<file path="src/rtl/module_display_mux.sv">
// module_display_mux: time-multiplexed common-anode 7-segment driver with guard blanking and leading-zero suppression
// ports: clk, rst (sync, active high), en (display enable), load (capture strobe),
//        data (nibble k -> digit k, digit 0 rightmost), dp (per-digit point, 1 = lit),
//        lzs (leading-zero suppression), seg {dp,g..a} active low, an active low one-cold
module module_display_mux #(
    parameter int NUM_DIGITS  = 4,
    parameter int REFRESH_DIV = 100000,
    parameter int GUARD       = 2
) (
    input  logic                    clk,
    input  logic                    rst,
    input  logic                    en,
    input  logic                    load,
    input  logic [4*NUM_DIGITS-1:0] data,
    input  logic [NUM_DIGITS-1:0]   dp,
    input  logic                    lzs,
    output logic [7:0]              seg,
    output logic [NUM_DIGITS-1:0]   an
);
    localparam int IW = NUM_DIGITS > 1 ? $clog2(NUM_DIGITS) : 1;
    localparam int CW = $clog2(REFRESH_DIV);
    typedef enum logic [1:0] {S_IDLE, S_GUARD, S_SHOW} state_t;
    state_t state, state_n;
    logic [CW-1:0] cnt, cnt_n;
    logic [IW-1:0] idx, idx_n;
    logic [4*NUM_DIGITS-1:0] held_data;
    logic [NUM_DIGITS-1:0] held_dp;
    logic [3:0] nib;
    logic sup;
    function automatic logic [6:0] dec(input logic [3:0] h);
        case (h)
            4'h0: dec = 7'h40;
            4'h1: dec = 7'h79;
            4'h2: dec = 7'h24;
            4'h3: dec = 7'h30;
            4'h4: dec = 7'h19;
            4'h5: dec = 7'h12;
            4'h6: dec = 7'h02;
            4'h7: dec = 7'h78;
            4'h8: dec = 7'h00;
            4'h9: dec = 7'h10;
            4'hA: dec = 7'h08;
            4'hB: dec = 7'h03;
            4'hC: dec = 7'h46;
            4'hD: dec = 7'h21;
            4'hE: dec = 7'h06;
            default: dec = 7'h0E;
        endcase
    endfunction
    always_comb begin
        state_n = state;
        cnt_n   = cnt + 1'b1;
        idx_n   = idx;
        if (!en) begin
            state_n = S_IDLE;
            cnt_n   = '0;
            idx_n   = '0;
        end else if (state == S_IDLE) begin
            state_n = S_GUARD;
            cnt_n   = '0;
        end else if (state == S_GUARD && cnt == CW'(GUARD - 1)) begin
            state_n = S_SHOW;
            cnt_n   = '0;
        end else if (state == S_SHOW && cnt == CW'(REFRESH_DIV - GUARD - 1)) begin
            state_n = S_GUARD;
            cnt_n   = '0;
            idx_n   = idx == IW'(NUM_DIGITS - 1) ? '0 : idx + 1'b1;
        end
    end
    // a digit is a leading zero when it and every digit to its left hold zero
    assign nib = held_data[{idx, 2'b00} +: 4];
    assign sup = lzs && idx != '0 && (held_data >> {idx, 2'b00}) == '0;
    always_ff @(posedge clk) begin
        if (rst) begin
            state     <= S_IDLE;
            cnt       <= '0;
            idx       <= '0;
            held_data <= '0;
            held_dp   <= '0;
        end else begin
            state <= state_n;
            cnt   <= cnt_n;
            idx   <= idx_n;
            if (load) begin
                held_data <= data;
                held_dp   <= dp;
            end
        end
    end
    // outputs follow the registered state one cycle later; dropping en blanks at once
    always_ff @(posedge clk) begin
        if (rst || !en || state != S_SHOW) begin
            seg <= 8'hFF;
            an  <= '1;
        end else begin
            seg <= {~held_dp[idx], sup ? 7'h7F : dec(nib)};
            an  <= ~(NUM_DIGITS'(1) << idx);
        end
    end
endmodule

</file>
<file path="config.mk">
export PLATFORM = sky130hd
export DESIGN_NAME = module_display_mux
export DESIGN_NICKNAME = d
export VERILOG_FILES = /design/src/rtl/module_display_mux.sv
export SDC_FILE = /design/constraint.sdc
export NUM_CORES = 1
export LEC_CHECK = 0
export ABC_AREA = 1
export BUFFER_PORTS_ARGS = -buffer_cell sky130_fd_sc_hd__clkbuf_2
export CAP_MARGIN = 20
export CORE_MARGIN = 10
export CORE_UTILIZATION = 57
export CTS_CLUSTER_SIZE = 40
export DETAILED_ROUTE_END_ITERATION = 10
export GPL_TIMING_DRIVEN = 0
export MAX_ROUTING_LAYER = met4
export PLACE_DENSITY = 0.83
export SKIP_CTS_REPAIR_TIMING = 1
export SLEW_MARGIN = 10
export SYNTH_ARGS = -nofsm -noshare
export SYNTH_HDL_FRONTEND = slang
export SYNTH_SLANG_ARGS = --single-unit
export TNS_END_PERCENT = 50
</file>
<file path="constraint.sdc">
create_clock -name clk -period 2 [get_ports clk]
set_input_delay 0.2 -clock clk [delete_from_list [all_inputs] [get_ports clk]]
set_output_delay 0.2 -clock clk [all_outputs]
set_load 0.005 [all_outputs]
</file>
==> results.toml, run 1 <==
[grt]
grt_pass1_wl_microns = 10360
gr-usage-all-layers = 0.1663
grt_pass1_vias = 2390
grt_overflow = 0
grt_max_degree = 16
antenna_found_initial = 0

[sta]
fin_skew_ns = 0.006274
timing.hold.ws_ns = 0.1170
finalCritPeriodShare = 0.9666
min_period_ns = 1.933
relSlewSlack = 0.7020
tightestPinTransition_ns = 0.4469
hold_viol = 0
finalSetupViolCount = 0
max_freq_mhz = 517.3
drv_slew = 0
fin_ws_ns = 0.06684
setup_tns_ns = 0

[yosys]
synth_seq_cells = 53
postSynthCellCount = 396
yosysWarnings = 0
synth_cell_types = 28
synth_fp_nets = 432
synth.avg_cell_area_sq_um = 6.825
synth_ff_type = "dfxtp_1"
synth_edf_count = 0
syn-cell-area_sq_mm = 0.002703
ys_async_sr_fraction = 0
yosysSeqAreaShare = 0.3926

[floorplanning]
die_x_microns = 88.86
ios = 37
start_util = 0.6040
rows = 24
fp.dieH_microns = 88.86
core_area_sq_mm = 0.004474
fp.dieArea_sq_mm = 0.007895

[cts]
cts.sinks = 53
clk_path_buf_depth = 2
clkTransAtPathRegs_ns = 0.09
cts_root_buf = "clkbuf_8"
clock_latency_ns = 0.31
htreeDepth = 2
numCtsBuffers = 5
cts_tree = "built"

[layout]
post-route-util = 0.6854
drive_gt1_frac = 0.1458
finalNonFillerCells = 491
syn_to_final_growth_pct = 13.47
fin_nets = 475
antenna_cells = 0
postLayoutCellArea_sq_mm = 0.003067

[placement]
postPlaceCellArea_sq_mm = 0.002943
dp_cells = 483
place_ws_ns = -0.03789
place_hpwl_microns = 4576
portBuffers = 35
gp_congestion = 0.9244

[critical_path]
r2r_setup_slack_ns = 0.07
required_ns = 2.25
path_class = "register to register"
start_kind = "register"
cp.arrival_ns = 2.19
setup.worst_path.end_class = "register"
cp_max_fo = 11
ff2ff_path_depth = 13

[detailed_routing]
ant_nets = 0
wl_microns = 6039
wl_per_cell_microns = 12.30
via_per_inst = 5.263
drc = 0
firstDrtPassIters = 5
drt_iter0_drc = 177
vias = 2584

[power_and_ir_drop]
finalPower_mw = 1.970
ir_worst_vdd_v = 0.0004390
p_per_area_mw_per_mm2 = 642.4
p_leak_nw = 1.323

[status]
status = "finished, final reports clean"

[flow_run]
drv_cap = 0

[worst_hold_path]
min_path_cells = 3
hold_class = "input port to register"
-- final cells by class --
cell class,count,area [sq um]
clock buffer,5,68.82
inverter,32,120.1
buffer,12,76.32
tap,52,65.06
fill,374,1408
sequential,53,1065
timing repair buffer,36,182.7
multi-input combinational,299,1454
clock inverter,2,35.03
-- cell families after synthesis --
family / after synthesis / synth area share
simple gates: 241 / 0.3741
fa+ha+maj: 11 / 0.05093
flops: 53 / 0.3926
compound gates: 34 / 0.06898
buf+inv: 44 / 0.07129
xor+xnor: 13 / 0.04213
-- worst max-delay path: stages, from the launching register on --
cell and delay [ns]:
dfxtp_1 0.33, buf_4 0.17, inv_1 0.10, buf_6 0.16, nand3_1 0.11, nand2_2 0.12
ha_1 0.19, inv_1 0.07, nor2_1 0.10, nand4_1 0.09, nor2_1 0.15, a21oi_2 0.07
buf_4 0.16, nand2_1 0.06
-- Yosys cell counts (2+ instances only) --
cell | n | area share
inv_1 | 31 | 0.043
xnor2_1 | 2 | 0.0065
nor2_1 | 59 | 0.082
nand2_1 | 134 | 0.19
nor3_1 | 2 | 0.0037
nor2_2 | 2 | 0.0046
o21ai_0 | 7 | 0.013
nand2_2 | 4 | 0.0093
a211oi_1 | 3 | 0.0083
clkbuf_1 | 5 | 0.0069
xor2_1 | 11 | 0.036
nand3b_1 | 3 | 0.0083
a21oi_1 | 21 | 0.039
ha_1 | 11 | 0.051
dfxtp_1 | 53 | 0.39
nand3_1 | 28 | 0.052
nand3_2 | 2 | 0.0074
nand4_1 | 4 | 0.0093
buf_4 | 5 | 0.014
-- report_power, final --
group,switching [mW],internal (mW),leakage [nW]
Combinational,0.103,0.0697,0.836
Clock,0.337,0.364,0.0540
Sequential,0.0188,1.08,0.433
Total,0.459,1.51,1.32
-- placed cells by master, fill, tap and decap left out --
| cell type | n |
|---|---|
| nand3_2 | 2 |
| dfxtp_4 | 1 |
| and2_1 | 1 |
| nand2_1 | 132 |
| inv_1 | 31 |
| xor2_1 | 11 |
| nor2_1 | 59 |
| a21oi_2 | 1 |
| clkbuf_8 | 5 |
| o21ai_0 | 7 |
| nand4_1 | 4 |
| a21boi_0 | 1 |
| a21oi_1 | 21 |
| nand3_1 | 28 |
| bufinv_16 | 1 |
| buf_4 | 5 |
| xnor2_1 | 2 |
| ha_1 | 11 |
| buf_6 | 2 |
| nor3b_1 | 1 |
| nand3_4 | 1 |
| o21a_1 | 1 |
| nand2_2 | 6 |
| dfxtp_1 | 52 |
| clkbuf_1 | 5 |
| inv_2 | 1 |
| nor3_1 | 2 |
| clkinv_2 | 1 |
| a211oi_1 | 3 |
| clkbuf_2 | 35 |
| buf_2 | 1 |
| nand3b_1 | 3 |
| nor2_2 | 2 |
-- state kept, by name (all words and copies together), names as in the netlist --
| register | count |
|---|---|
| cnt | 17 |
| held_data | 16 |
| seg | 8 |
| an | 4 |
| held_dp | 4 |
| idx | 2 |
| state | 2 |
-- layer usage --
| metal | vias up | wire length [microns] | track usage |
|---|---|---|---|
| met5 | - | 0 | - |
| li1 | 1320 | - | - |
| met2 | 106 | 2582 | 0.2453 |
| met1 | 1147 | 2881 | 0.2178 |
| met4 | 0 | 97 | 0.05727 |
| met3 | 11 | 478 | 0.03768 |
-- path summary, 6_finish.rpt --
check	start	endpoint
max	idx[1]	seg[1]
min	dp[3]	held_dp[3]
min reg2reg	held_dp[1]	held_dp[1]
max reg2reg	idx[1]	seg[1]
(Power assumes the default switching activity.)
==> run 2: changes to the inputs <==
--- a/config.mk
+++ b/config.mk
@@ -9,12 +9,13 @@
 export BUFFER_PORTS_ARGS = -buffer_cell sky130_fd_sc_hd__clkbuf_2
 export CAP_MARGIN = 20
 export CORE_MARGIN = 10
-export CORE_UTILIZATION = 57
+export CORE_UTILIZATION = 59
+export CTS_BUF_LIST = sky130_fd_sc_hd__clkbuf_4 sky130_fd_sc_hd__clkbuf_8
 export CTS_CLUSTER_SIZE = 40
 export DETAILED_ROUTE_END_ITERATION = 10
 export GPL_TIMING_DRIVEN = 0
 export MAX_ROUTING_LAYER = met4
-export PLACE_DENSITY = 0.83
+export PLACE_DENSITY = 0.86
 export SKIP_CTS_REPAIR_TIMING = 1
 export SLEW_MARGIN = 10
 export SYNTH_ARGS = -nofsm -noshare
==> run 2 against run 1 <==
Global-route usage shrank 0.55 points. Sequential cell count unchanged. Final cell count did not move. First-iteration DRC count is 5.1% higher. Core utilization up 1.1 points. Critical endpoint is now seg[4]. Highest routed layer unchanged.
==> results.toml, run 2 (synthesized netlist as in run 1, its figures left out) <==
[floorplanning]
core_area_sq_mm = 0.004384
ios = 37
die_x_microns = 87.68
fp.dieH_microns = 87.68
fp.dieArea_sq_mm = 0.007688
start_util = 0.6164
rows = 24

[sta]
timing.hold.ws_ns = 0.1077
min_period_ns = 1.889
finalSetupViolCount = 0
fin_skew_ns = 0.01053
max_freq_mhz = 529.3
tightestPinTransition_ns = 0.4398
drv_slew = 0
finalCritPeriodShare = 0.9446
fin_ws_ns = 0.1107
hold_viol = 0
relSlewSlack = 0.7068

[layout]
post-route-util = 0.6966
antenna_cells = 0
fin_nets = 474
syn_to_final_growth_pct = 13.01
final_common_cell = "nand2_1"
regMostFlops = "cnt"
top_regs = "cnt (17), held_data (16), seg (8)"
finalNonFillerCells = 491
final_cell_mix = "nand2_1 (132), nor2_1 (58), dfxtp_1 (51)"
largest_reg_flops = 17
drive_gt1_frac = 0.1503

[grt]
gr-usage-all-layers = 0.1608
grt_pass1_vias = 2368
grt_pass1_wl_microns = 9984
grt_max_degree = 16
antenna_found_initial = 0
grt_overflow = 0

[critical_path]
critPathMaxStageDelay_ns = 0.42
setup.worst_path.end_class = "register"
cp_top_family = "simple AND/OR/NAND/NOR gates"
start_kind = "register"
cp_max_fo = 11
path_class = "register to register"
critical_path.cell_chain = "inv_2 -> buf_6 -> nand2_1 -> nand3_1 -> nand2_2 -> ha_1 -> inv_1 -> nor2_1 -> nand4_1 -> nor2_2 -> a21oi_4 -> nand2_1"
crit_path_frequent_cell = "nand2_1"
required_ns = 2.25
cp_num_buf_inv = 3
r2r_setup_slack_ns = 0.11
cp.arrival_ns = 2.14
worst_path_max_delay_cell = "dfxtp_2"

[detailed_routing]
firstDrtPassIters = 4
drt_iter0_drc = 186
wl_per_cell_microns = 11.77
via_per_inst = 5.055
wl_microns = 5779
vias = 2482
drc = 0
ant_nets = 0

[cts]
clk_path_buf_depth = 2
numCtsBuffers = 5
clkTransAtPathRegs_ns = 0.09
htreeDepth = 2
clock_latency_ns = 0.31
cts_tree = "built"
cts.sinks = 53
cts_root_buf = "clkbuf_8"

[placement]
portBuffers = 35
place_ws_ns = -0.07654
place_hpwl_microns = 4507
dp_cells = 483
gp_congestion = 0.9424

[power_and_ir_drop]
p_leak_nw = 1.315
p_per_area_mw_per_mm2 = 609.8
ir_worst_vdd_v = 0.0003549
finalPower_mw = 1.862

[worst_hold_path]
hold_class = "input port to register"

[status]
status = "finished, final reports clean"

[flow_run]
drv_cap = 0
## run 2: power by group
group / switching (mW) / internal (mW) / leakage (nW) / total, mW
combinational: 0.101 / 0.0694 / 0.834 / 0.170
sequential: 0.0190 / 1.08 / 0.433 / 1.10
clock: 0.337 / 0.257 / 0.0484 / 0.594
## run 2: final cells by class
class                           count  area (sq um)
Inverter                           32         120.1
Clock buffer                        6         76.32
Clock inverter                      2         10.01
Fill cell                         376          1330
Multi-Input combinational cell    299          1464
Sequential cell                    53          1064
Timing Repair Buffer               35         175.2
Buffer                             12         80.08
Tap cell                           52         65.06
## run 2: worst paths after layout
kind,end,depth (start not counted),from
max,seg[4],12,idx[0]
min,held_data[5],3,data[5]
max reg2reg,seg[4],12,idx[0]
min reg2reg,held_dp[0],2,held_dp[0]
## run 2: worst reg2reg max path, stage by stage, from the launching register on
cell and delay, ns:
dfxtp_2 0.42, inv_2 0.09, buf_6 0.15, nand2_1 0.09, nand3_1 0.10, nand2_2 0.13
ha_1 0.18, inv_1 0.06, nor2_1 0.09, nand4_1 0.12, nor2_2 0.20, a21oi_4 0.11
nand2_1 0.09
## run 2: layer usage
metal  routed length, microns  vias up  share of wire  global-route usage
met1                     2833     1084           0.49              0.2074
met3                      369        9          0.064             0.04178
met4                       83        0          0.014             0.05652
li1                         -     1326              -                   -
met5                        0        -              0                   -
met2                     2493       63           0.43              0.2368
## run 2: stage by stage
step | TNS [ns] | cell area (sq um)
6_report | 0 | 3054
5_1_grt | -0.1927 | 3054
4_1_cts | -0.3431 | 3029
3_5_place_dp | -0.2380 | 2943
3_3_place_gp | 0 | 2943
2_1_floorplan | 0 | 2703
